[src/rtl/ps2_pkg.sv]
// ps2_pkg: shared PS/2 types and constants for the host transmitter and keyboard receiver.
//   ps2_tx_state_t : host transmit FSM states
//   PS2_CMD_*      : host-to-device command bytes
//   PS2_RSP_ACK    : device acknowledge response byte
//   odd_parity()   : PS/2 frame parity bit for a data byte
package ps2_pkg;

    typedef enum logic [2:0] {IDLE, INHIBIT, RTS, SHIFT, WAIT_IDLE} ps2_tx_state_t;

    localparam logic [7:0] PS2_CMD_RESET    = 8'hFF;
    localparam logic [7:0] PS2_CMD_SET_LEDS = 8'hED;
    localparam logic [7:0] PS2_CMD_ENABLE   = 8'hF4;
    localparam logic [7:0] PS2_CMD_RESEND   = 8'hFE;
    localparam logic [7:0] PS2_RSP_ACK      = 8'hFA;

    // Bit count reached on the ACK edge (start is implicit, 8 data, parity, stop, ack).
    localparam logic [3:0] PS2_ACK_BIT = 4'd11;

    function automatic logic odd_parity(input logic [7:0] b);
        return ~^b;
    endfunction

endpackage

[src/rtl/ps2_line_sync.sv]
// ps2_line_sync: two-flop synchronizer with falling-edge strobe for one PS/2 line.
//   clock, reset : system clock, asynchronous active-high reset
//   line_in      : asynchronous pad level
//   line_sync    : synchronized level
//   fall         : one-cycle strobe, synchronized level went 1 -> 0
module ps2_line_sync (
    input  logic clock,
    input  logic reset,
    input  logic line_in,
    output logic line_sync,
    output logic fall
);

    logic meta;
    logic prev;

    // Lines idle high, so resetting to 1 avoids a false edge after reset.
    always_ff @(posedge clock or posedge reset) begin
        if (reset) begin
            meta      <= 1'b1;
            line_sync <= 1'b1;
            prev      <= 1'b1;
        end else begin
            meta      <= line_in;
            line_sync <= meta;
            prev      <= line_sync;
        end
    end

    assign fall = prev & ~line_sync;

endmodule

[src/rtl/ps2_host_tx.sv]
// ps2_host_tx: host-to-device PS/2 command transmitter (inhibit, RTS, shift-out, ACK check, timeout).
//   clock, reset                     : system clock, asynchronous active-high reset
//   device_clock_in, device_data_in  : PS/2 pad levels (asynchronous)
//   device_clock_oe, device_data_oe  : 1 pulls the corresponding open-collector line low
//   tx_data, tx_valid, tx_ready      : command byte handshake, accepted on tx_valid & tx_ready
//   busy                             : transaction in progress
//   tx_done                          : pulse, byte sent and acknowledged
//   tx_error, tx_nack                : pulse on NACK or timeout; tx_nack tells which and holds
module ps2_host_tx
    import ps2_pkg::*;
#(
    parameter logic [15:0] INHIBIT_CYCLES = 16'd5000,
    parameter logic [23:0] TIMEOUT_CYCLES = 24'd750000
) (
    input  logic       clock,
    input  logic       reset,
    input  logic       device_clock_in,
    input  logic       device_data_in,
    output logic       device_clock_oe,
    output logic       device_data_oe,
    input  logic [7:0] tx_data,
    input  logic       tx_valid,
    output logic       tx_ready,
    output logic       busy,
    output logic       tx_done,
    output logic       tx_error,
    output logic       tx_nack
);

    ps2_tx_state_t state, state_next;
    logic [8:0]  frame;
    logic [3:0]  bit_cnt;
    logic [23:0] timer;
    logic        ack_ok;
    logic        nack_q;
    logic        clk_s, clk_fall, dat_s, dat_fall;
    logic        inhibit_done, timeout, lines_idle, wait_fire, shift_low;

    ps2_line_sync u_clock_sync (
        .clock    (clock),
        .reset    (reset),
        .line_in  (device_clock_in),
        .line_sync(clk_s),
        .fall     (clk_fall)
    );

    ps2_line_sync u_data_sync (
        .clock    (clock),
        .reset    (reset),
        .line_in  (device_data_in),
        .line_sync(dat_s),
        .fall     (dat_fall)
    );

    assign inhibit_done = timer == {8'd0, INHIBIT_CYCLES} - 24'd1;
    assign timeout      = (state == SHIFT || state == WAIT_IDLE) && timer == TIMEOUT_CYCLES;
    assign lines_idle   = clk_s && dat_s && !dat_fall;
    assign wait_fire    = state == WAIT_IDLE && !timeout && lines_idle;
    // Before the first device edge the start bit (0) is still on the line;
    // counts 1..9 carry data LSB first then parity; 10 and beyond release data.
    assign shift_low    = bit_cnt == 4'd0 ? 1'b1 :
                          bit_cnt <= 4'd9 ? ~frame[bit_cnt - 4'd1] : 1'b0;

    always_ff @(posedge clock or posedge reset) begin
        if (reset) begin
            state <= IDLE;
        end else begin
            state <= state_next;
        end
    end

    always_comb begin
        state_next = state;
        case (state)
            IDLE:      state_next = tx_valid ? INHIBIT : IDLE;
            INHIBIT:   state_next = inhibit_done ? RTS : INHIBIT;
            RTS:       state_next = SHIFT;
            SHIFT:     state_next = timeout ? IDLE :
                                    (clk_fall && bit_cnt == PS2_ACK_BIT - 4'd1) ? WAIT_IDLE : SHIFT;
            WAIT_IDLE: state_next = (timeout || lines_idle) ? IDLE : WAIT_IDLE;
            default:   state_next = IDLE;
        endcase
    end

    always_comb begin
        tx_ready        = state == IDLE;
        busy            = state != IDLE;
        device_clock_oe = state == INHIBIT || state == RTS;
        device_data_oe  = state == RTS || (state == SHIFT && !timeout && shift_low);
        tx_done         = wait_fire && ack_ok;
        tx_error        = timeout || (wait_fire && !ack_ok);
        tx_nack         = tx_error ? !timeout : nack_q;
    end

    // The shared timer counts the inhibit interval, then restarts at clock
    // release to measure the whole-transaction timeout, saturating there.
    always_ff @(posedge clock or posedge reset) begin
        if (reset) begin
            frame   <= 9'd0;
            bit_cnt <= 4'd0;
            timer   <= 24'd0;
            ack_ok  <= 1'b0;
            nack_q  <= 1'b0;
        end else begin
            if (state == IDLE && tx_valid) begin
                frame   <= {odd_parity(tx_data), tx_data};
                bit_cnt <= 4'd0;
                timer   <= 24'd0;
                nack_q  <= 1'b0;
            end
            if (state == INHIBIT) begin
                timer <= inhibit_done ? 24'd0 : timer + 24'd1;
            end
            if (state == RTS) begin
                timer <= 24'd0;
            end
            if (state == SHIFT || state == WAIT_IDLE) begin
                timer <= timer == TIMEOUT_CYCLES ? timer : timer + 24'd1;
            end
            if (state == SHIFT && clk_fall && bit_cnt != PS2_ACK_BIT) begin
                bit_cnt <= bit_cnt + 4'd1;
                if (bit_cnt == PS2_ACK_BIT - 4'd1) begin
                    ack_ok <= ~dat_s;
                end
            end
            if (tx_error) begin
                nack_q <= !timeout;
            end
        end
    end

endmodule

[config.mk]
export PLATFORM = sky130hd
export DESIGN_NAME = ps2_host_tx
export DESIGN_NICKNAME = d
export VERILOG_FILES = /design/src/rtl/ps2_pkg.sv /design/src/rtl/ps2_line_sync.sv /design/src/rtl/ps2_host_tx.sv
export SDC_FILE = /design/constraint.sdc
export NUM_CORES = 1
export LEC_CHECK = 0
export CAP_MARGIN = 20
export CORE_MARGIN = 4
export CORE_UTILIZATION = 30
export DETAILED_ROUTE_END_ITERATION = 8
export GPL_TIMING_DRIVEN = 0
export SYNTH_ARGS = -nofsm -noshare
export SYNTH_HDL_FRONTEND = slang
export SYNTH_SLANG_ARGS = --single-unit
[constraint.sdc]
create_clock -name clock -period 6.8 [get_ports clock]
set_clock_uncertainty 0.1 [all_clocks]
set_input_delay 0.68 -clock clock [delete_from_list [all_inputs] [get_ports clock]]
set_output_delay 0.68 -clock clock [all_outputs]
set_load 0.01 [all_outputs]
# After elaboration in Yosys (flattened, before gate mapping)
# Cells that the tools add are included.
# totals
ff_bits	48
output_inout_bits	7
inputBits	13
wordCells	82
# op_classes
n_bitwise	5
n_addsub	3
reduce_logical	30
muxes	21
eq_ne	9
order_cmp	2
# ops
cell	n
two-way mux 24 bit	6
adder 24 x 1 -> 24 bit, second input constant	1
equality test 24 x 13 -> 1 bit, second input constant	1
equality test 24 x 20 -> 1 bit, second input constant	1
one-hot mux 3 bit (5 select lines)	1
logical AND 1 bit	13
two-way mux 3 bit	3
two-way mux 4 bit	2
XNOR reduction 8 bit	1
two-way mux 1 bit	7
equality test 3 x 2 -> 1 bit, second input constant	2
logical OR 1 bit	5
< comparator 4 x 5 -> 1 bit, second input constant	1
adder 4 x 1 -> 4 bit, second input constant	1
binary-select mux 1 bit (select 4 bit)	1
equality test 4 bit, second input constant	1
less-or-equal comparator 4 bit, second input constant	1
logical NOT 4 bit	1
inequality test 4 bit, second input constant	1
AND reduction 2 bit	2
nonzero test 2 bit	2
nonzero test 4 bit	1
subtractor 4 x 1 -> 4 bit, second input constant	1
equality test 3 x 1 -> 1 bit, second input constant	1
8 further kinds	13

# Longest topological paths before layout
# depth
depth_word	9
ltp_mapped	9
depth_no_buf	7

# Hierarchy
# Synthesis repeated with hierarchy kept, for this count alone.
# hier_totals
hier_cells	296
hier_area_um2	2826.5
# by_module_without_submodules
module	area_per_inst_um2	cells_per_inst	n_inst	seq_area_each_um2
ps2_host_tx	2633.8	286	1	1051.0
ps2_line_sync	96.3	5	2	78.8

# Least setup slack after synthesis
# Ideal clock, no wire load.
# synth_path
kind	reg-to-output
from	register bit_cnt[0]
to	output device_data_oe
required_ps	6020
arrival_ps	2388
stages_incl_launch_ff	10
path_slack_ps	3632
path_buffers	2
path_cell_list	dfrtp_1 clkbuf_1 inv_1 ha_1 clkbuf_1 mux4_2 a21o_1 o211ai_1 nand4b_1 a21oi_1
# synth_between
elab_chain_len	8
word_cells_on_any_way	10
classes_between	add/sub: 1; order compare: 1; mux: 4; bitwise: 1; reduce/logical: 3
# synth_lines
element	line_no	rtl
start: declaration	ps2_host_tx.sv:32	logic [3:0] bit_cnt;
start signal: assignment	ps2_host_tx.sv:121	bit_cnt <= bit_cnt + 4'd1;
subtractor 4 x 1 -> 4 bit	ps2_host_tx.sv:62	bit_cnt <= 4'd9 ? ~frame[bit_cnt - 4'd1] : 1'b0;
binary-select mux 1 bit (select 4 bit)	ps2_host_tx.sv:62	
two-way mux 1 bit (implied by the code)	ps2_host_tx.sv:62	
inverter 1 bit	ps2_host_tx.sv:62	
two-way mux 1 bit	ps2_host_tx.sv:62	
two-way mux 1 bit (*)	ps2_host_tx.sv:61	assign shift_low = bit_cnt == 4'd0 ? 1'b1 :
logical AND 1 bit (*)	ps2_host_tx.sv:89	device_data_oe = state == RTS || (state == SHIFT && !timeout && shift_low);
logical OR 1 bit (*)	ps2_host_tx.sv:89	
end: declaration	ps2_host_tx.sv:20	output logic device_data_oe,
# Every way passes the cells marked *; elsewhere a longest branch is shown, timed or not. The select of a mux whose other input is x is not followed.

# Worst setup path in the final report
# Same ends and word-level chain as after synthesis.

==> flow_summary_export.csv <==
group,metric,value,unit
layout,synthToLayoutAreaGrowth,15.9,%
yosys,yosys.cell_types.count,55,
die,dieArea,0.0106,mm2
routing,drtAntennaViolNets,0,
placed_design,placed_area,0.00305,mm2
yosys,synth_edf_count,0,
yosys,synthTopCellsByArea,"dfrtp_1, xor2_1, dfstp_2",
routing,drc,0,
yosys,yosysTopAreaCellShare,0.389,
yosys,yosysSeqAreaShare,0.438,
routing,dr.pass1.iters,6,
min_path,hp-class,"register to register",
layout,antenna_cells,0,
layout,instances_no_fill,409,
sta,rsz0062_at_grt,"false",
yosys,yosysTopAreaCell,"dfrtp_1",
placed_design,place_hpwl,4080,um
power_and_ir_drop,power.total,0.472,mW
setup_path,cpMostUsedCell,"clkbuf_1",
routing,vias_per_cell,4.99,
sta,fin_crit_sh,0.638,
yosys,synth.avg_cell_area,9.90,um2
placed_design,dp.cells,401,
setup_path,crit_path_max_incr_delay,0.57,ns
power_and_ir_drop,ir_worst_vdd,0.0774,mV
clock_tree,numCtsBuffers,5,
setup_path,start_kind,"register",
yosys,yosys_warnings,0,
layout,layout_commonest_cell,"dfrtp_1",
layout,mostFrequentLayoutCells,"dfrtp_1, nor2_1, clkdlybuf4s50_1",
placed_design,place.gp.congestion,0.829,
clock_tree,cts.sinks,47,
sta,slew_violations,0,
power_and_ir_drop,p_leak,1.31,nW
sta,setup_viol,0,
setup_path,crit_chain,"clkbuf_1 -> inv_1 -> ha_1 -> clkbuf_1 -> mux4_2 -> a21o_1 -> o211ai_1 -> nand4b_1 -> a21oi_1 -> clkdlybuf4s50_1",
die,fp.dieW,103,um
clock_tree,cts_tree,"built",
setup_path,endpoint_kind,"output port",
run_status,status,"complete, no violations",
yosys,ys_ff_latch,47,
global_routing,grt_pass1_vias,1948,
layout,final_core_util,0.358,
sta,finalHoldViolations,0,
setup_path,cp.required,6.02,ns
die,row_count,34,
sta,min_period,4.34,ns
setup_path,critPathSlowestCell,"clkdlybuf4s50_1",
yosys,netlist_area,0.00270,mm2
yosys,async_flop_share,1.00,
layout,drive_above_1_share,0.156,
clock_tree,postCtsSetupBuffers,0,
clock_tree,clk_pin_slew,0.09,ns
setup_path,setup.worst_path.class,"register to output port",
routing,vias,2039,
job,maxCapViolCount,0,
power_and_ir_drop,p_per_area,151,mW/mm2
global_routing,grt_max_degree,36,
clock_tree,cts.path.max_buffers,2,
clock_tree,ctsHoldBuffers,0,
layout,stdcell_area,0.00313,mm2
sta,max_slew_margin,0.367,
global_routing,gr-total-overflow,0,
die,initial_core_util,0.308,
global_routing,grtUsageTotal,0.111,
yosys,syn_nets,292,
sta,worst_pin_slew,0.946,ns
setup_path,arrival,3.56,ns
routing,wl,5490,um
clock_tree,h-tree-depth,2,
layout,layout.nets,319,
die,pin_count,20,
placed_design,io_buffers,19,
routing,drt_iter0_markers,137,
global_routing,grt_pass1_wl,9420,um
yosys,synth_flop_cell,"dfrtp_1",
sta,tns,0,ns
sta,fmax,230,MHz
setup_path,cp_max_fo,9,
clock_tree,clk_latency,0.30,ns
clock_tree,ctsResizeCount,0,
yosys,synthCells,273,
global_routing,antenna_found_initial,0,
die,core-area,0.00876,mm2
clock_tree,cts_root_buffer,"clkbuf_8",
routing,wl_per_cell,13.4,um
die,die_height,103,um
## flip-flops by register name, indices dropped and copies added (netlist names)
register,flops
u_clock_sync.meta,1
u_clock_sync.line_sync,1
timer,24
u_clock_sync.prev,1
bit_cnt,4
ack_ok,1
u_data_sync.meta,1
u_data_sync.line_sync,1
frame,9
state,3
nack_q,1
## layout make-up
| cell class | instances | area (um2) |
|---|---|---|
| fillers | 906 | 5630 |
| repair buffers | 20 | 210 |
| multi-input cells | 204 | 1410 |
| clock buffers | 6 | 72.6 |
| plain buffers | 11 | 72.6 |
| clock inverters | 2 | 12.5 |
| well taps | 108 | 135 |
| flip-flops and latches | 47 | 1180 |
| inverters | 11 | 41.3 |
## cells by family (layout without fill, tap and decap cells)
family / after synthesis / after routing / share of synthesized area
fa+ha+maj: 6 / 6 / 0.0278
xor+xnor: 24 / 24 / 0.0778
flops: 47 / 47 / 0.438
simple gates: 125 / 125 / 0.264
compound gates: 37 / 37 / 0.0889
buf+inv: 22 / 50 / 0.0421
mux: 12 / 12 / 0.0620
## worst paths after layout
kind                              startpoint                      to  slack (ns)  depth (start not counted)
hold reg to reg            u_clock_sync.meta  u_clock_sync.line_sync        0.26                          0
setup / recovery                  bit_cnt[0]          device_data_oe        2.46                         10
setup reg to reg                    state[0]               timer[15]        4.49                          6
hold / removal             u_clock_sync.meta  u_clock_sync.line_sync        0.26                          0
max in group asynchronous              reset   u_data_sync.line_sync        5.52                          3
min in group asynchronous              reset                frame[3]        0.54                          2
## worst max-delay path, delay by kind of cell (launching register included)
family / cells / cell delay (ns)
buffers and inverters: 4 / 1.34
muxes: 1 / 0.55
AOI/OAI and AO/OA: 3 / 0.51
DFF: 1 / 0.40
adders and majority gates: 1 / 0.30
and+or+nand+nor: 1 / 0.16
## routing by layer
metal / track usage / vias to the layer above / wire [um]
li1: - / 1017 / -
met1: 0.157 / 990 / 2750
met2: 0.174 / 27 / 2480
met3: 0.0230 / 5 / 195
met4: 0.0269 / 0 / 70
met5: 0 / - / 0
## stage by stage
| step | hold slack [ns] | worst slack, ns |
|---|---|---|
| after floorplan | 0.245 | 3.63 |
| after global placement | 0.248 | 2.81 |
| after detailed placement | 0.247 | 2.81 |
| after CTS | 0.260 | 2.44 |
| after global routing | 0.267 | 2.23 |
| final | 0.259 | 2.46 |
## power by group
part	total [mW]	internal (mW)	switching (mW)
clock	0.166	0.0720	0.0938
sequential	0.283	0.282	0.000913
combinational	0.0229	0.0120	0.0109
## synthesized netlist by cell type, types with 4 or more instances
library cell and instances:
dfrtp_1 42, and3_1 4, or3_1 5, dfstp_2 5
nor2b_1 5, nor3_1 6, mux2_2 8, nand2_1 18
ha_1 6, nor4_1 6, xnor2_1 8, inv_1 11
clkbuf_1 5, o21ai_0 14, nand3_1 16, a21oi_2 4
a21oi_1 7, nor2_1 30, nand4_1 9, xor2_1 16
(Power assumes the default switching activity.)
